### src/rtl/spi_xfer_pkg.sv
// Shared types and constants for the SPI transfer controller: FSM states, mode codes, default CS timing.
package spi_xfer_pkg;

    typedef enum logic [2:0] {
        IDLE,
        LOAD,
        SETUP,
        SHIFT,
        TAIL,
        DONE,
        CSOFF
    } xfer_state_e;

    localparam logic [1:0] MODE_FDX   = 2'd0;
    localparam logic [1:0] MODE_SREAD = 2'd1;
    localparam logic [1:0] MODE_DREAD = 2'd2;

    localparam int CS_SETUP_DEF = 1;
    localparam int CS_HOLD_DEF  = 1;

    // Dual read moves two bits per shift cycle, so it needs half the cycles (rounded up).
    function automatic logic [4:0] shift_cycles_m1(input logic [1:0] mode, input logic [4:0] wlen);
        logic [5:0] n;
        n = (mode == MODE_DREAD) ? ((6'(wlen) + 6'd2) >> 1) : (6'(wlen) + 6'd1);
        return 5'(n - 6'd1);
    endfunction

endpackage

### src/rtl/spi_xfer_rsp_buf.sv
// Response storage for the SPI transfer controller: a single register (DEPTH=1) or a 2-entry FIFO (DEPTH=2).
module spi_xfer_rsp_buf
#(
    parameter int DEPTH = 1
) (
    input  logic        clk,
    input  logic        rst,
    input  logic        push,
    input  logic [31:0] push_data,
    output logic        full,
    output logic        rsp_valid,
    input  logic        rsp_ready,
    output logic [31:0] rsp_data
);

    generate
        if (DEPTH == 1) begin : g_reg
            logic        vld;
            logic [31:0] dat;

            always_ff @(posedge clk) begin
                if (rst) begin
                    vld <= 1'b0;
                    dat <= '0;
                end else if (push) begin
                    vld <= 1'b1;
                    dat <= push_data;
                end else if (vld && rsp_ready) begin
                    vld <= 1'b0;
                end
            end

            // A pop in the same cycle frees the slot for a new capture.
            assign full      = vld && !rsp_ready;
            assign rsp_valid = vld;
            assign rsp_data  = dat;
        end else begin : g_fifo
            logic [1:0]  cnt;
            logic [31:0] e0, e1;
            logic        pop;

            assign pop = (cnt != 2'd0) && rsp_ready;

            always_ff @(posedge clk) begin
                if (rst) begin
                    cnt <= '0;
                    e0  <= '0;
                    e1  <= '0;
                end else begin
                    case ({push, pop})
                        2'b10: begin
                            if (cnt == 2'd0) e0 <= push_data;
                            else             e1 <= push_data;
                            cnt <= cnt + 2'd1;
                        end
                        2'b01: begin
                            e0  <= e1;
                            cnt <= cnt - 2'd1;
                        end
                        2'b11: begin
                            if (cnt == 2'd1) begin
                                e0 <= push_data;
                            end else begin
                                e0 <= e1;
                                e1 <= push_data;
                            end
                        end
                        default: ;
                    endcase
                end
            end

            assign full      = (cnt == 2'd2);
            assign rsp_valid = (cnt != 2'd0);
            assign rsp_data  = e0;
        end
    endgenerate

endmodule

### src/rtl/spi_xfer_ctrl.sv
// SPI transfer controller: accepts a command, sequences CS setup / shift / capture / CS release for the shifter.
// Define SPI_XFER_CTRL_RSP_SKID_EN to use a 2-entry response FIFO instead of a single response register.
module spi_xfer_ctrl
    import spi_xfer_pkg::*;
#(
    parameter int CS_SETUP = CS_SETUP_DEF,
    parameter int CS_HOLD  = CS_HOLD_DEF
) (
    input  logic        clk,
    input  logic        rst,
    input  logic        cmd_valid,
    output logic        cmd_ready,
    input  logic [31:0] cmd_data,
    input  logic [4:0]  cmd_wlen,
    input  logic [1:0]  cmd_mode,
    input  logic [1:0]  cmd_csnum,
    input  logic        cmd_hold,
    output logic        rsp_valid,
    input  logic        rsp_ready,
    output logic [31:0] rsp_data,
    output logic        shift_on,
    output logic        shift_out_load,
    output logic        idle,
    output logic        cs_n,
    output logic        sread,
    output logic        dread,
    output logic        write_en,
    output logic [31:0] shift_out_data,
    output logic [4:0]  wlen_ot,
    output logic [1:0]  csnum,
    input  logic [31:0] shift_in_data
);

`ifdef SPI_XFER_CTRL_RSP_SKID_EN
    localparam int RSP_DEPTH = 2;
`else
    localparam int RSP_DEPTH = 1;
`endif

    xfer_state_e state, state_nx;
    logic [4:0]  cnt, cnt_ld, shift_m1;
    logic        cs_held, pend_load, skip_setup, hold_r, rsp_got;
    logic        accept, push, rsp_full;

    assign accept = cmd_valid && cmd_ready;

    always_ff @(posedge clk) begin
        if (rst) state <= IDLE;
        else     state <= state_nx;
    end

    always_comb begin
        state_nx = state;
        case (state)
            IDLE:  if (accept) state_nx = (cs_held && cmd_csnum != csnum) ? CSOFF : LOAD;
            LOAD:  state_nx = skip_setup ? SHIFT : SETUP;
            SETUP: if (cnt == '0) state_nx = SHIFT;
            SHIFT: if (cnt == '0) state_nx = TAIL;
            TAIL:  if (cnt == '0) state_nx = DONE;
            DONE:  if (rsp_got || !rsp_full) state_nx = hold_r ? IDLE : CSOFF;
            CSOFF: if (cnt == '0) state_nx = pend_load ? LOAD : IDLE;
            default: state_nx = IDLE;
        endcase
    end

    always_comb begin
        cmd_ready      = 1'b0;
        shift_out_load = 1'b0;
        shift_on       = 1'b0;
        cs_n           = 1'b0;
        idle           = 1'b0;
        case (state)
            IDLE: begin
                cmd_ready = !rst;
                cs_n      = !cs_held;
                idle      = !cs_held;
            end
            LOAD:  shift_out_load = 1'b1;
            SHIFT: shift_on       = 1'b1;
            CSOFF: cs_n           = 1'b1;
            default: ;
        endcase
    end

    // Capture on the last TAIL edge so the response is visible in DONE; a full slot defers it into DONE.
    assign push = !rsp_full && ((state == TAIL && cnt == '0) || (state == DONE && !rsp_got));

    always_comb begin
        cnt_ld = '0;
        case (state_nx)
            SETUP: cnt_ld = 5'(CS_SETUP - 1);
            SHIFT: cnt_ld = shift_m1;
            TAIL:  cnt_ld = 5'd1;
            CSOFF: cnt_ld = 5'(CS_HOLD - 1);
            default: ;
        endcase
    end

    always_ff @(posedge clk) begin
        if (rst) begin
            cnt            <= '0;
            cs_held        <= 1'b0;
            pend_load      <= 1'b0;
            skip_setup     <= 1'b0;
            hold_r         <= 1'b0;
            rsp_got        <= 1'b0;
            shift_m1       <= '0;
            shift_out_data <= '0;
            wlen_ot        <= '0;
            csnum          <= '0;
            write_en       <= 1'b0;
            sread          <= 1'b0;
            dread          <= 1'b0;
        end else begin
            if (state_nx != state) cnt <= cnt_ld;
            else if (cnt != '0)    cnt <= cnt - 5'd1;
            rsp_got <= push && (state == TAIL);
            if (accept) begin
                shift_out_data <= cmd_data;
                wlen_ot        <= cmd_wlen;
                csnum          <= cmd_csnum;
                hold_r         <= cmd_hold;
                write_en       <= (cmd_mode == MODE_FDX) || (cmd_mode == 2'd3);
                sread          <= (cmd_mode == MODE_SREAD);
                dread          <= (cmd_mode == MODE_DREAD);
                shift_m1       <= shift_cycles_m1(cmd_mode, cmd_wlen);
                skip_setup     <= cs_held && (cmd_csnum == csnum);
                pend_load      <= cs_held && (cmd_csnum != csnum);
            end else if (state == LOAD) begin
                pend_load <= 1'b0;
            end
            if (state == DONE && state_nx == IDLE) cs_held <= 1'b1;
            else if (state_nx == CSOFF)            cs_held <= 1'b0;
        end
    end

    spi_xfer_rsp_buf #(.DEPTH(RSP_DEPTH)) u_rsp_buf (
        .clk       (clk),
        .rst       (rst),
        .push      (push),
        .push_data (shift_in_data),
        .full      (rsp_full),
        .rsp_valid (rsp_valid),
        .rsp_ready (rsp_ready),
        .rsp_data  (rsp_data)
    );

endmodule

### config.mk
export PLATFORM = sky130hd
export DESIGN_NAME = spi_xfer_ctrl
export DESIGN_NICKNAME = d
export VERILOG_FILES = /design/src/rtl/spi_xfer_pkg.sv /design/src/rtl/spi_xfer_rsp_buf.sv /design/src/rtl/spi_xfer_ctrl.sv
export SDC_FILE = /design/constraint.sdc
export NUM_CORES = 1
export LEC_CHECK = 0
export BUFFER_PORTS_ARGS = -buffer_cell sky130_fd_sc_hd__buf_4
export CAP_MARGIN = 20
export CELL_PAD_IN_SITES_DETAIL_PLACEMENT = 1
export CELL_PAD_IN_SITES_GLOBAL_PLACEMENT = 1
export CORE_MARGIN = 2
export CORE_UTILIZATION = 37
export CTS_CLUSTER_SIZE = 14
export DETAILED_ROUTE_END_ITERATION = 12
export PLACE_DENSITY_LB_ADDON = 0.1
export RECOVER_POWER = 25
export SYNTH_ARGS = -nofsm -noshare
export SYNTH_HDL_FRONTEND = slang
export SYNTH_SLANG_ARGS = --single-unit
### constraint.sdc
create_clock -name clk -period 3.7 [get_ports clk]
set_clock_uncertainty 0.2 [all_clocks]
set_input_delay 0.185 -clock clk [delete_from_list [all_inputs] [get_ports clk]]
set_output_delay 0.185 -clock clk [all_outputs]
set_load 0.02 [all_outputs]
# After elaboration in Yosys (flattened, before gate mapping)
# Index checks and enable logic that the tools add are counted.
# totals
ff_bits	93
latch_bits	0
ram_bits	0
mem_bits_ro	0
inputBits	78
out_inout_bits	80
mem_count	0
# op_classes
add_sub_neg	4
n_mul	0
n_div	0
n_lt_le_gt_ge	0
n_eq_ne	15
shifts	0
n_mux	26
bitwise	0
n_reduce_logical	27
# op_table
op	count
3-bit 2-to-1 mux	8
3-bit case mux with 7 select lines	1
3-bit equality test, second input constant	5
5-bit 2-to-1 mux	3
1-bit 2-to-1 mux	12
1-bit logical AND	10
5-bit case mux with 2 select lines	1
5-bit by 1-bit subtractor with 5-bit output, second input constant	2
3-bit by 2-bit equality test with 1-bit output, second input constant	3
2-bit nonzero test	4
5-bit by 2-bit adder with 6-bit output, second input constant	1
3-bit logical NOT	2
5-bit by 1-bit adder with 5-bit output, second input constant	1
1-bit logical NOT	5
5-bit logical NOT	1
5-bit nonzero test	1
2-bit equality test, second input constant	2
3-bit by 1-bit equality test with 1-bit output, second input constant	1
1-bit logical OR	3
3-bit inequality test	1
2-bit by 1-bit equality test with 1-bit output, second input constant	1
2-bit equality test	1
2-bit logical NOT	1
2-bit inequality test	1
1-bit case mux with 2 select lines	1

# Longest topological paths before layout
# Gate-level depths: netlist of run 1.
# logic_depth
depth_word	9
ltp_mapped	11

# By module
# A second synthesis of run 1 with hierarchy kept.
# hier_totals
hier_cells	442
hier_area_um2	4062.6
# by_module_without_submodules
mod	instances	cells_per_inst	area_per_inst_um2	seq_area_each_um2
spi_xfer_ctrl	1	335	2850.2	1201.2
spi_xfer_rsp_buf	1	107	1212.4	660.6

# Worst setup path after synthesis of run 1
# Ideal clock, no wire load.
# synth_path
path_type	register -> register
from	reg cnt[0]
to	reg cnt[0]
arrival_time_ns	2.188
slack_ns	1.243
path_stages_with_launch	10
path_buffers	1
synth_period_minus_slack_ns	2.457
path_cell_list	dfxtp_1 > inv_1 > ha_1 > nor4b_2 > a21oi_1 > a311oi_1 > or3_2 > buf_6 > or4_1 > o21ai_1
# synth_between
elab_chain_len	6
word_cells_on_any_way	15
classes_between	add/sub: 1; eq/ne: 3; mux: 8; reduce/logical: 3
# synth_lines
element	line	source
start: declaration	spi_xfer_ctrl.sv:41	logic [4:0] cnt, cnt_ld, shift_m1;
start signal: assignment	spi_xfer_ctrl.sv:115	if (state_nx != state) cnt <= cnt_ld;
start signal: assignment	spi_xfer_ctrl.sv:116	else if (cnt != '0) cnt <= cnt - 5'd1;
5-bit logical NOT	--	
3-bit 2-to-1 mux, on equally long branches	--	
3-bit case mux with 7 select lines	spi_xfer_ctrl.sv:54	case (state)
3-bit equality test / 3-bit by 2-bit equality test with 1-bit output (equally long branches)	spi_xfer_ctrl.sv:90	case (state_nx)
5-bit case mux with 2 select lines	spi_xfer_ctrl.sv:90	
5-bit 2-to-1 mux	spi_xfer_ctrl.sv:115	
# Several ways; a longest one is shown, not always the timed one. The select of a mux whose other input is x is not followed.
# A chain may end at the register's enable or synchronous reset.

# Worst setup path in the final report of run 1
# layout_path
from	reg state[0]
to	reg cnt[0]
# layout_between
elab_chain_len	8
word_cells_on_any_way	22
classes_between	eq/ne: 9; mux: 10; reduce/logical: 3
# layout_lines
element	line	source
start: declaration	spi_xfer_ctrl.sv:40	xfer_state_e state, state_nx;
start signal: assignment	spi_xfer_ctrl.sv:49	else state <= state_nx;
3-bit logical NOT	spi_xfer_ctrl.sv:54, spi_xfer_ctrl.sv:72	
1-bit 2-to-1 mux	spi_xfer_ctrl.sv:72	case (state)
1-bit logical AND	spi_xfer_ctrl.sv:45	assign accept = cmd_valid && cmd_ready;
3-bit 2-to-1 mux	spi_xfer_ctrl.sv:55	IDLE: if (accept) state_nx = (cs_held && cmd_csnum != csnum) ? CSOFF : LOAD;
3-bit case mux with 7 select lines	spi_xfer_ctrl.sv:54	
3-bit equality test / 3-bit by 2-bit equality test with 1-bit output (equally long branches)	spi_xfer_ctrl.sv:90	
5-bit case mux with 2 select lines	spi_xfer_ctrl.sv:90	
5-bit 2-to-1 mux	spi_xfer_ctrl.sv:115	
# Several ways; a longest one is shown, not always the timed one.

==> flow_metrics.tcl, run 1 <==
set metrics [dict create \
    crit_type "reg -> reg" \
    ctsResizeCount 0 \
    drv_cap 0 \
    area_growth_pct 51.8 \
    vias 4199 \
    final-max-slew-violation-count 0 \
    dieArea_mm2 0.0115 \
    synth_top_area_frac 0.473 \
    final_area_mm2 0.00598 \
    final_antenna_net_count 0 \
    ys_seq_elements 93 \
    synthesis.area_mm2 0.00394 \
    cts_num_sinks 93 \
    htreeDepth 3 \
    pin_count 158 \
    tightest_slew_ns 0.874 \
    ys_seq_area_frac 0.473 \
    cp_slowest_cell "or4_1" \
    clockBufferDepth 2 \
    wirelength_mm 14.1 \
    leakagePower_nw 2.54 \
    layout-drive-gt1-share 0.205 \
    setup_viol 0 \
    final_hold_viol_count 0 \
    cts_buffers 9 \
    antenna_found_initial 1 \
    synth-edff-count 0 \
    synth.area.top_cells "dfxtp_1, nand2_1, nand3b_1, a21oi_1, clkbuf_1" \
    ir_drop_mv 0.296 \
    critPathRequiredTime_ns 3.80 \
    viasPerCell 4.98 \
    synthesis.nets 571 \
    synth_flop_cell "dfxtp_1" \
    clk_latency_ns 0.37 \
    crit_chain "or4_1 -> inv_2 -> and2_2 -> buf_4 -> nand2b_1 -> a31oi_2 -> a32oi_1 -> o21ai_1" \
    hold_path.class "in -> reg" \
    die_x_um 107 \
    core_area_mm2 0.0103 \
    fmax_ghz 0.354 \
    hpwlAfterDp_mm 8.32 \
    grtUsageTotal 0.249 \
    fin_nets 785 \
    power.density_mw_per_mm2 565 \
    gp_congestion 0.836 \
    slowest_delay_ns 0.62 \
    dpl-instance-area_mm2 0.00518 \
    wl_per_cell_um 16.7 \
    synthCells 487 \
    yosysWarningCount 0 \
    synthArstFlopShare 0 \
    tritoncts "done" \
    grt_pass1_vias 4584 \
    path_max_fanout 48 \
    drcViolationCount 0 \
    avgSynthCellArea_um2 8.09 \
    postCtsSetupBuffers 0 \
    synth_cell_type_count 50 \
    status "complete, no violations" \
    fp.dieH_um 107 \
    grt_first_pass_wirelength_mm 22.7 \
    rows 37 \
    worst_setup_path_end_kind "flop" \
    setup_tns_ns 0 \
    yosysTopAreaCell "dfxtp_1" \
    clock-root-buffer "clkbuf_8" \
    post-route-min-period_ns 2.83 \
    period_share 0.764 \
    rsz0062_at_grt "false" \
    slew_headroom 0.417 \
    critPathLaunchType "flop" \
    port_buffers 157 \
    cp.arrival_ns 2.93 \
    grt_max_degree 95 \
    initial_core_util 0.382 \
    clk_pin_slew_worst_paths_ns 0.09 \
    grt_overflow 0 \
    drt-initial-drc-count 136 \
    drtPass1Iterations 4 \
]
final timing paths:
check	from	to	slack [ns]	cells past startpoint
hold reg to reg	u_rsp_buf.rsp_data[27]	u_rsp_buf.rsp_data[27]	0.26	2
hold / removal	cmd_valid	pend_load	0.04	4
setup / recovery	state[0]	cnt[0]	0.87	8
setup reg to reg	state[0]	cnt[0]	0.87	8
worst max-delay path: cells and delay by family (launching register included):
| kind | cells | cell delay [ns] |
|---|---|---|
| flip-flops | 1 | 0.49 |
| buffers and inverters | 2 | 0.54 |
| AO/OA/AOI/OAI | 3 | 0.55 |
| AND/OR/NAND/NOR | 3 | 0.95 |
area by class of cell:
class                      count  area, µm²
sequential                    93       1860
antenna                        1       2.50
clock inverter                 4       72.6
inverter                       8       30.0
timing repair buffer         237       1810
clock buffer                  12        135
tap                          136        170
multi-input combinational    352       1900
fill                        1268       4340
stage by stage:
stage,setup slack (ns),std cells,util,hold slack (ns),power [mW]
after floorplan,1.24,487,-,0.0839,2.16
after global placement,1.07,751,0.502,0.169,2.57
after detailed placement,0.868,751,0.502,0.174,2.62
after CTS,0.864,842,0.595,0.0206,3.43
after global routing,0.697,843,0.579,0.0765,3.58
final,0.872,843,0.579,0.0354,3.38
logic make-up (layout without fill, tap and decap cells):
family	Yosys count	count (layout)	share of synthesized area
AOI/OAI and AO/OA	71	71	0.107
xor gates and xnor gates	9	9	0.0200
adders and majority gates	6	6	0.0191
buffers and inverters	42	261	0.0457
DFF	93	93	0.473
muxes	4	4	0.0105
other	0	1	0
and+or+nand+nor	262	262	0.325
what timing repair did:
action,4_1_cts,5_1_grt
endpoints found under the hold margin,75,0
setup endpoints to repair,0,0
hold buffers,75,0
routing by layer:
layer  vias to the layer above  track usage  part of all wire
met1                      2012        0.271              0.39
li1                       2046            -                 -
met5                         -            0                 0
met3                        26       0.0517             0.043
met2                       115        0.464              0.54
met4                         0        0.100             0.023
power by group:
group	internal, mW	switching [mW]	total, mW	leakage, nW
registers	1.17	0.154	1.33	0.758
logic	0.531	0.776	1.31	1.69
clock network	0.381	0.362	0.743	0.101
total	2.09	1.29	3.38	2.54
cell usage after synthesis (6+ instances only):
cell	number
a21oi_1	40
buf_2	6
nand2b_1	6
xnor2_1	8
nand3_1	8
nor2_1	11
clkbuf_1	23
inv_1	7
dfxtp_1	93
o21ai_0	9
ha_1	6
nand2_1	161
nand3b_1	47
sequential cells by signal (all words and copies together), names as in the netlist:
register	count
shift_out_data	32
u_rsp_buf.rsp_data	32
cnt	5
shift_m1	5
wlen_ot	5
state	3
csnum	2
cs_held	1
dread	1
hold_r	1
pend_load	1
rsp_got	1
skip_setup	1
sread	1
u_rsp_buf.rsp_valid	1
write_en	1
cells in the final DEF, fill, tap and decap left out, types with 6 or more instances in the layout:
master	Yosys	final
a21oi_1	40	40
dfxtp_1	93	93
xnor2_1	8	8
ha_1	6	6
nand3b_1	47	47
clkbuf_8	0	9
buf_4	0	119
nor2_1	11	11
nand2b_1	6	6
clkbuf_1	23	46
inv_1	7	7
nand2_1	161	160
o21ai_0	9	9
dlygate4sd3_1	0	75
nand3_1	8	8
Power figures use the tool's default switching activity.
==> run 2: changes to the inputs <==
ABC_AREA = 1   (was not set)
CORE_UTILIZATION = 30   (was 37)
clock period = 2.6 ns   (was 3.7 ns; I/O delays follow)
==> flow_metrics.tcl, run 2 <==
set metrics [dict create \
    dp_cells 837 \
    antenna_found_initial 0 \
    ir_drop_mv 0.257 \
    drv_cap 0 \
    drcViolationCount 0 \
    crit_chain "inv_1 -> ha_1 -> nand2_1 -> nor2_2 -> nand2_2 -> o21ai_1 -> nand2_1 -> buf_12 -> o21ai_0 -> nor2_1" \
    path_max_fanout 23 \
    mostFrequentLayoutCells "nand2_1, buf_4, dfxtp_1" \
    yosysWarningCount 0 \
    leakagePower_nw 2.65 \
    tritoncts "done" \
    cp.arrival_ns 2.36 \
    final-instance-count-excl-fill 929 \
    pwr-share-clk 0.312 \
    rsz0062_at_grt "false" \
    drt-initial-drc-count 131 \
    rows 41 \
    switchingPower_mw 1.35 \
    gp_congestion 0.821 \
    final_util 0.484 \
    ys_top_cells_by_count "nand2_1, dfxtp_1, o21ai_0" \
    synth_cell_type_count 31 \
    power_frac_comb 0.290 \
    cp_top_family "simple AND/OR/NAND/NOR gates" \
    synth_top_area_frac 0.474 \
    wl_per_cell_um 14.2 \
    ys_seq_area_frac 0.474 \
    dieArea_mm2 0.0140 \
    port_buffers 157 \
    avgSynthCellArea_um2 7.41 \
    core_area_mm2 0.0127 \
    pin_count 158 \
    grt_overflow 0 \
    layout-drive-gt1-share 0.219 \
    wirelength_mm 13.2 \
    n_fill_cell 1615 \
    power.total_mw 4.13 \
    ys_seq_elements 93 \
    final-max-slew-violation-count 0 \
    tightest_slew_ns 0.860 \
    synthesis.area_mm2 0.00393 \
    cp_slowest_cell "dfxtp_1" \
    synth_flop_cell "dfxtp_1" \
    clockBufferDepth 2 \
    viasPerCell 4.51 \
    switching_share 0.326 \
    cp_common_cell "nand2_1" \
    fp.dieH_um 118 \
    clk_pin_slew_worst_paths_ns 0.06 \
    synthCells 530 \
    die_x_um 118 \
    slowest_delay_ns 0.30 \
    synth.area.top_cells "dfxtp_1, nand2_1, o21ai_0, nor2_1, inv_1" \
    synthesis.nets 614 \
    cts_buffers 9 \
    power.density_mw_per_mm2 671 \
    cts_num_sinks 93 \
    final_common_cell "nand2_1" \
    synth-edff-count 0 \
    worst_setup_path_end_kind "flop" \
    final_hold_viol_count 0 \
    critPathLaunchType "flop" \
    area_growth_pct 56.8 \
    hold_path.class "in -> reg" \
    status "complete, no violations" \
    initial_core_util 0.309 \
    whs_ns 0.0387 \
    path_buf_inv 2 \
    fin_nets 836 \
    setup_tns_ns 0 \
    yosysTopAreaCell "dfxtp_1" \
    internal_power_mw 2.78 \
    slew_headroom 0.427 \
    seqPwrFrac 0.397 \
    num_antenna_cells 0 \
    grt_max_degree 84 \
    grtUsageTotal 0.192 \
    synthArstFlopShare 0 \
    yosysMostFrequentCell "nand2_1" \
    final_antenna_net_count 0 \
    fmax_ghz 0.428 \
    htreeDepth 3 \
    clock-root-buffer "clkbuf_16" \
    postCtsSetupBuffers 0 \
    post-route-min-period_ns 2.33 \
    grt_first_pass_wirelength_mm 21.9 \
    period_share 0.898 \
    crit_type "reg -> reg" \
    vias 4190 \
    hpwlAfterDp_mm 8.69 \
    clk_latency_ns 0.34 \
    drtPass1Iterations 5 \
    critPathRequiredTime_ns 2.63 \
    grt_pass1_vias 4509 \
    setup_viol 0 \
]
-- run 2: cell families after synthesis --
logic type	after synthesis	share of synthesized area
AND/OR/NAND/NOR	250	0.279
AO/OA/AOI/OAI	106	0.139
flip-flops	93	0.474
buffers and inverters	66	0.0682
XOR/XNOR	9	0.0201
adder cells (fa/ha/maj)	6	0.0191
-- run 2: through the flow --
step	cell area [µm²]	setup WS, ns
after global routing	6150	0.0251
after CTS	6310	0.280
after detailed placement	5260	0.312
after global placement	5260	0.457
after floorplan	3930	0.714
final	6150	0.266
-- run 2: final timing paths --
check	from	end	slack, ns	cells past startpoint
setup / recovery	cnt[0]	u_rsp_buf.rsp_data[28]	0.27	10
hold / removal	cmd_valid	state[1]	0.04	5
hold reg to reg	shift_m1[0]	shift_m1[0]	0.25	2
setup reg to reg	cnt[0]	u_rsp_buf.rsp_data[28]	0.27	10
-- run 2: worst min-delay path: cells and delay by family --
kind / cells / cell delay, ns
compound gates: 1 / 0.07
buf+inv: 2 / 0.19
simple gates: 2 / 0.14
-- run 2: what timing repair did --
item | in CTS | in global routing
gates resized for setup | 0 | 2
hold endpoints to repair | 83 | 0
setup endpoints to repair | 0 | 1
hold buffers | 76 | 0
-- run 2: final cells by class --
cell class	count	area, µm²	area share
Clock buffer	13	270	0.0439
Clock inverter	3	18.8	0.00305
Inverter	40	153	0.0248
Multi-Input combinational cell	371	1800	0.293
Sequential cell	93	1860	0.303
Tap cell	172	215	0.0350
Timing Repair Buffer	237	1830	0.298
-- run 2: metal layers --
layer	share of wire	vias to the layer above	track usage
met1	0.41	1943	0.214
met5	0	-	0
met3	0.056	21	0.0497
met4	0.023	0	0.0774
met2	0.51	96	0.346
li1	-	2130	-
-- run 2: power by group through the flow --
stage	logic [mW]	registers (mW)	clock network, mW
2_1_floorplan	0.637	1.76	0
3_3_place_gp	1.12	1.67	0
3_5_place_dp	1.14	1.67	0
4_1_cts	1.24	1.64	1.33
5_1_grt	1.35	1.66	1.39
6_report	1.20	1.64	1.29
==> run 3: changes to the inputs <==
CORE_ASPECT_RATIO = 0.6   (was not set)
SYNTH_HIERARCHICAL = 1   (was not set)
==> flow_metrics.tcl, run 3 <==
set metrics [dict create \
    status "complete, no violations" \
    synthXorXnorAreaFrac 0.0181 \
    cp_common_cell "inv_1" \
    cp_slowest_cell "dlygate4sd3_1" \
    drv_cap 0 \
    final_common_cell "buf_4" \
    drt-initial-drc-count 128 \
    rows 32 \
    post-route-min-period_ns 2.44 \
    fin_nets 840 \
    dpl-instance-area_mm2 0.00518 \
    synth-simple-area-share 0.308 \
    cp_top_family "buffers and inverters" \
    cp.arrival_ns 2.48 \
    final-max-slew-violation-count 0 \
    yosysTopAreaCell "dfxtp_1" \
    drcViolationCount 0 \
    wirelength_mm 13.5 \
    tightest_slew_ns 0.845 \
    grt_max_degree 60 \
    period_share 0.938 \
    vias 4209 \
    n_fill_cell 1606 \
    yosys.area_share.adder 0.0193 \
    synth-edff-count 0 \
    num_antenna_cells 0 \
    setup_viol 0 \
    avgSynthCellArea_um2 7.32 \
    synth.area.top_cells "dfxtp_1, nand2_1, nor2_1, nand3_1, o21ai_0" \
    core_area_mm2 0.0127 \
    clockBufferDepth 2 \
    critPathLaunchType "primary input" \
    synthArstFlopShare 0 \
    wl_per_cell_um 14.5 \
    fp.dieH_um 92.1 \
    gp_congestion 0.815 \
    slowest_delay_ns 0.53 \
    worst-r2r-setup-slack_ns 0.34 \
    power.density_mw_per_mm2 696 \
    initial_core_util 0.305 \
    synthesis.nets 614 \
    path_buf_inv 5 \
    met1_length_mm 6.20 \
    wl_met2_mm 6.30 \
    critPathRequiredTime_ns 2.64 \
    cts_buffers 9 \
    final_area_mm2 0.00611 \
    die_x_um 151 \
    dieArea_mm2 0.0139 \
    ys_seq_area_frac 0.480 \
    area_growth_pct 57.6 \
    final-instance-count-excl-fill 931 \
    crit_chain "dlygate4sd3_1 -> buf_4 -> inv_1 -> ha_1 -> o21ai_0 -> ha_1 -> xor2_1 -> inv_1 -> nand2_1 -> nor3_1 -> nand3b_1 -> nand2_1 -> inv_1" \
    postCtsSetupBuffers 0 \
    synth_top_family_by_area "simple AND/OR/NAND/NOR gates" \
    clk_pin_slew_worst_paths_ns 0.06 \
    synth_cell_type_count 33 \
    yosysMostFrequentCell "nand2_1" \
    synthesis.area_mm2 0.00388 \
    met3_length_um 849 \
    drtPass1Iterations 4 \
    fmax_ghz 0.410 \
    ys_top_cells_by_count "nand2_1, dfxtp_1, nor2_1" \
    synthCells 530 \
    whs_ns 0.253 \
    ys_seq_elements 93 \
    muxShareOfSynthArea 0 \
    top_layer "met4" \
    final_antenna_net_count 0 \
    place_ws_ns 0.344 \
    clock-root-buffer "clkbuf_16" \
    grtUsageTotal 0.196 \
    dp_cells 837 \
    final_hold_viol_count 0 \
    synth_top_area_frac 0.480 \
    port_buffers 157 \
    crit_type "in -> reg" \
    setup_tns_ns 0 \
    worst_setup_path_end_kind "flop" \
    mostFrequentLayoutCells "buf_4, nand2_1, dfxtp_1" \
    grt_overflow 0 \
    synth_flop_cell "dfxtp_1" \
    synth-compound-area-share 0.0951 \
    ir_drop_mv 0.370 \
    slew_headroom 0.436 \
    hold_path.class "reg -> reg" \
    leakagePower_nw 2.94 \
    grt_pass1_vias 4480 \
    fin_ws_ns 0.162 \
    pin_count 158 \
    rsz0062_at_grt "false" \
    cts_num_sinks 93 \
    clk_latency_ns 0.34 \
    layout-drive-gt1-share 0.204 \
    tritoncts "done" \
    htreeDepth 3 \
    viasPerCell 4.52 \
    path_max_fanout 8 \
    grt_first_pass_wirelength_mm 21.7 \
    yosysWarningCount 6 \
    hpwlAfterDp_mm 9.05 \
    antenna_found_initial 0 \
]
==> run 3: cell types whose count changed after synthesis, moves of 3 or more <==
cell      delta
buf_4        -3
buf_6        +3
clkbuf_1     -8
clkbuf_2     +3
clkbuf_4     +3
inv_1        +4
inv_2        +3
nand2_2      -7
nand3_1     +44
nand4_1      -4
nor2_4       -3
o21ai_0     -35
o21ai_1      +4
==> run 3: worst reg2reg max path: cells and delay by family (launching register included) <==
family | cells | cell delay, ns
compound gates | 2 | 0.39
fa+ha+maj | 1 | 0.18
buf+inv | 2 | 0.37
flops | 1 | 0.31
simple gates | 4 | 0.74
==> run 3: per-layer routing <==
layer / track usage / up-vias
met5: 0 / -
met4: 0.0382 / 0
met3: 0.0697 / 15
met2: 0.333 / 88
met1: 0.242 / 1973
li1: - / 2133
==> run 3: cells by family (layout without fill, tap and decap cells) <==
family | after synthesis | after routing
and+or+nand+nor | 280 | 280
DFF | 93 | 93
AOI/OAI and AO/OA | 72 | 72
buffers and inverters | 71 | 302
xor gates and xnor gates | 8 | 8
adders and majority gates | 6 | 6
==> run 3: path summary, 6_finish.rpt <==
kind,from,to,depth (start not counted)
setup / recovery,cmd_mode[0],shift_m1[4],13
hold / removal,shift_m1[0],shift_m1[0],2
setup reg to reg,cnt[0],u_rsp_buf/rsp_data[28],9
hold reg to reg,shift_m1[0],shift_m1[0],2
==> run 3: metrics by stage <==
stage	total power, mW	utilization
detailed placement	2.82	0.407
finish	4.26	0.480
floorplan	2.38	-
CTS	4.35	0.493
global placement	2.79	0.407
global route	4.53	0.480
==> run 3: final cells by class <==
class / instances / area (µm²) / share of cell area
sequential: 93 / 1860 / 0.305
timing repair buffer: 240 / 1840 / 0.300
multi-input combinational: 366 / 1710 / 0.280
clock buffer: 11 / 233 / 0.0381
tap: 170 / 213 / 0.0348
inverter: 46 / 173 / 0.0282
clock inverter: 5 / 85.1 / 0.0139
==> run 3: where the power goes <==
| part | total, mW | leakage, nW | switching, mW | internal, mW |
|---|---|---|---|---|
| logic | 1.19 | 2.03 | 0.707 | 0.486 |
| registers | 1.65 | 0.760 | 0.0865 | 1.57 |
| clock network | 1.41 | 0.150 | 0.564 | 0.847 |
| total | 4.26 | 2.94 | 1.36 | 2.90 |
==> run 3: timing repair <==
| action | CTS | global route |
|---|---|---|
| hold buffers | 78 | 0 |
| resized for setup | 0 | 0 |
| hold endpoints to repair | 83 | 0 |
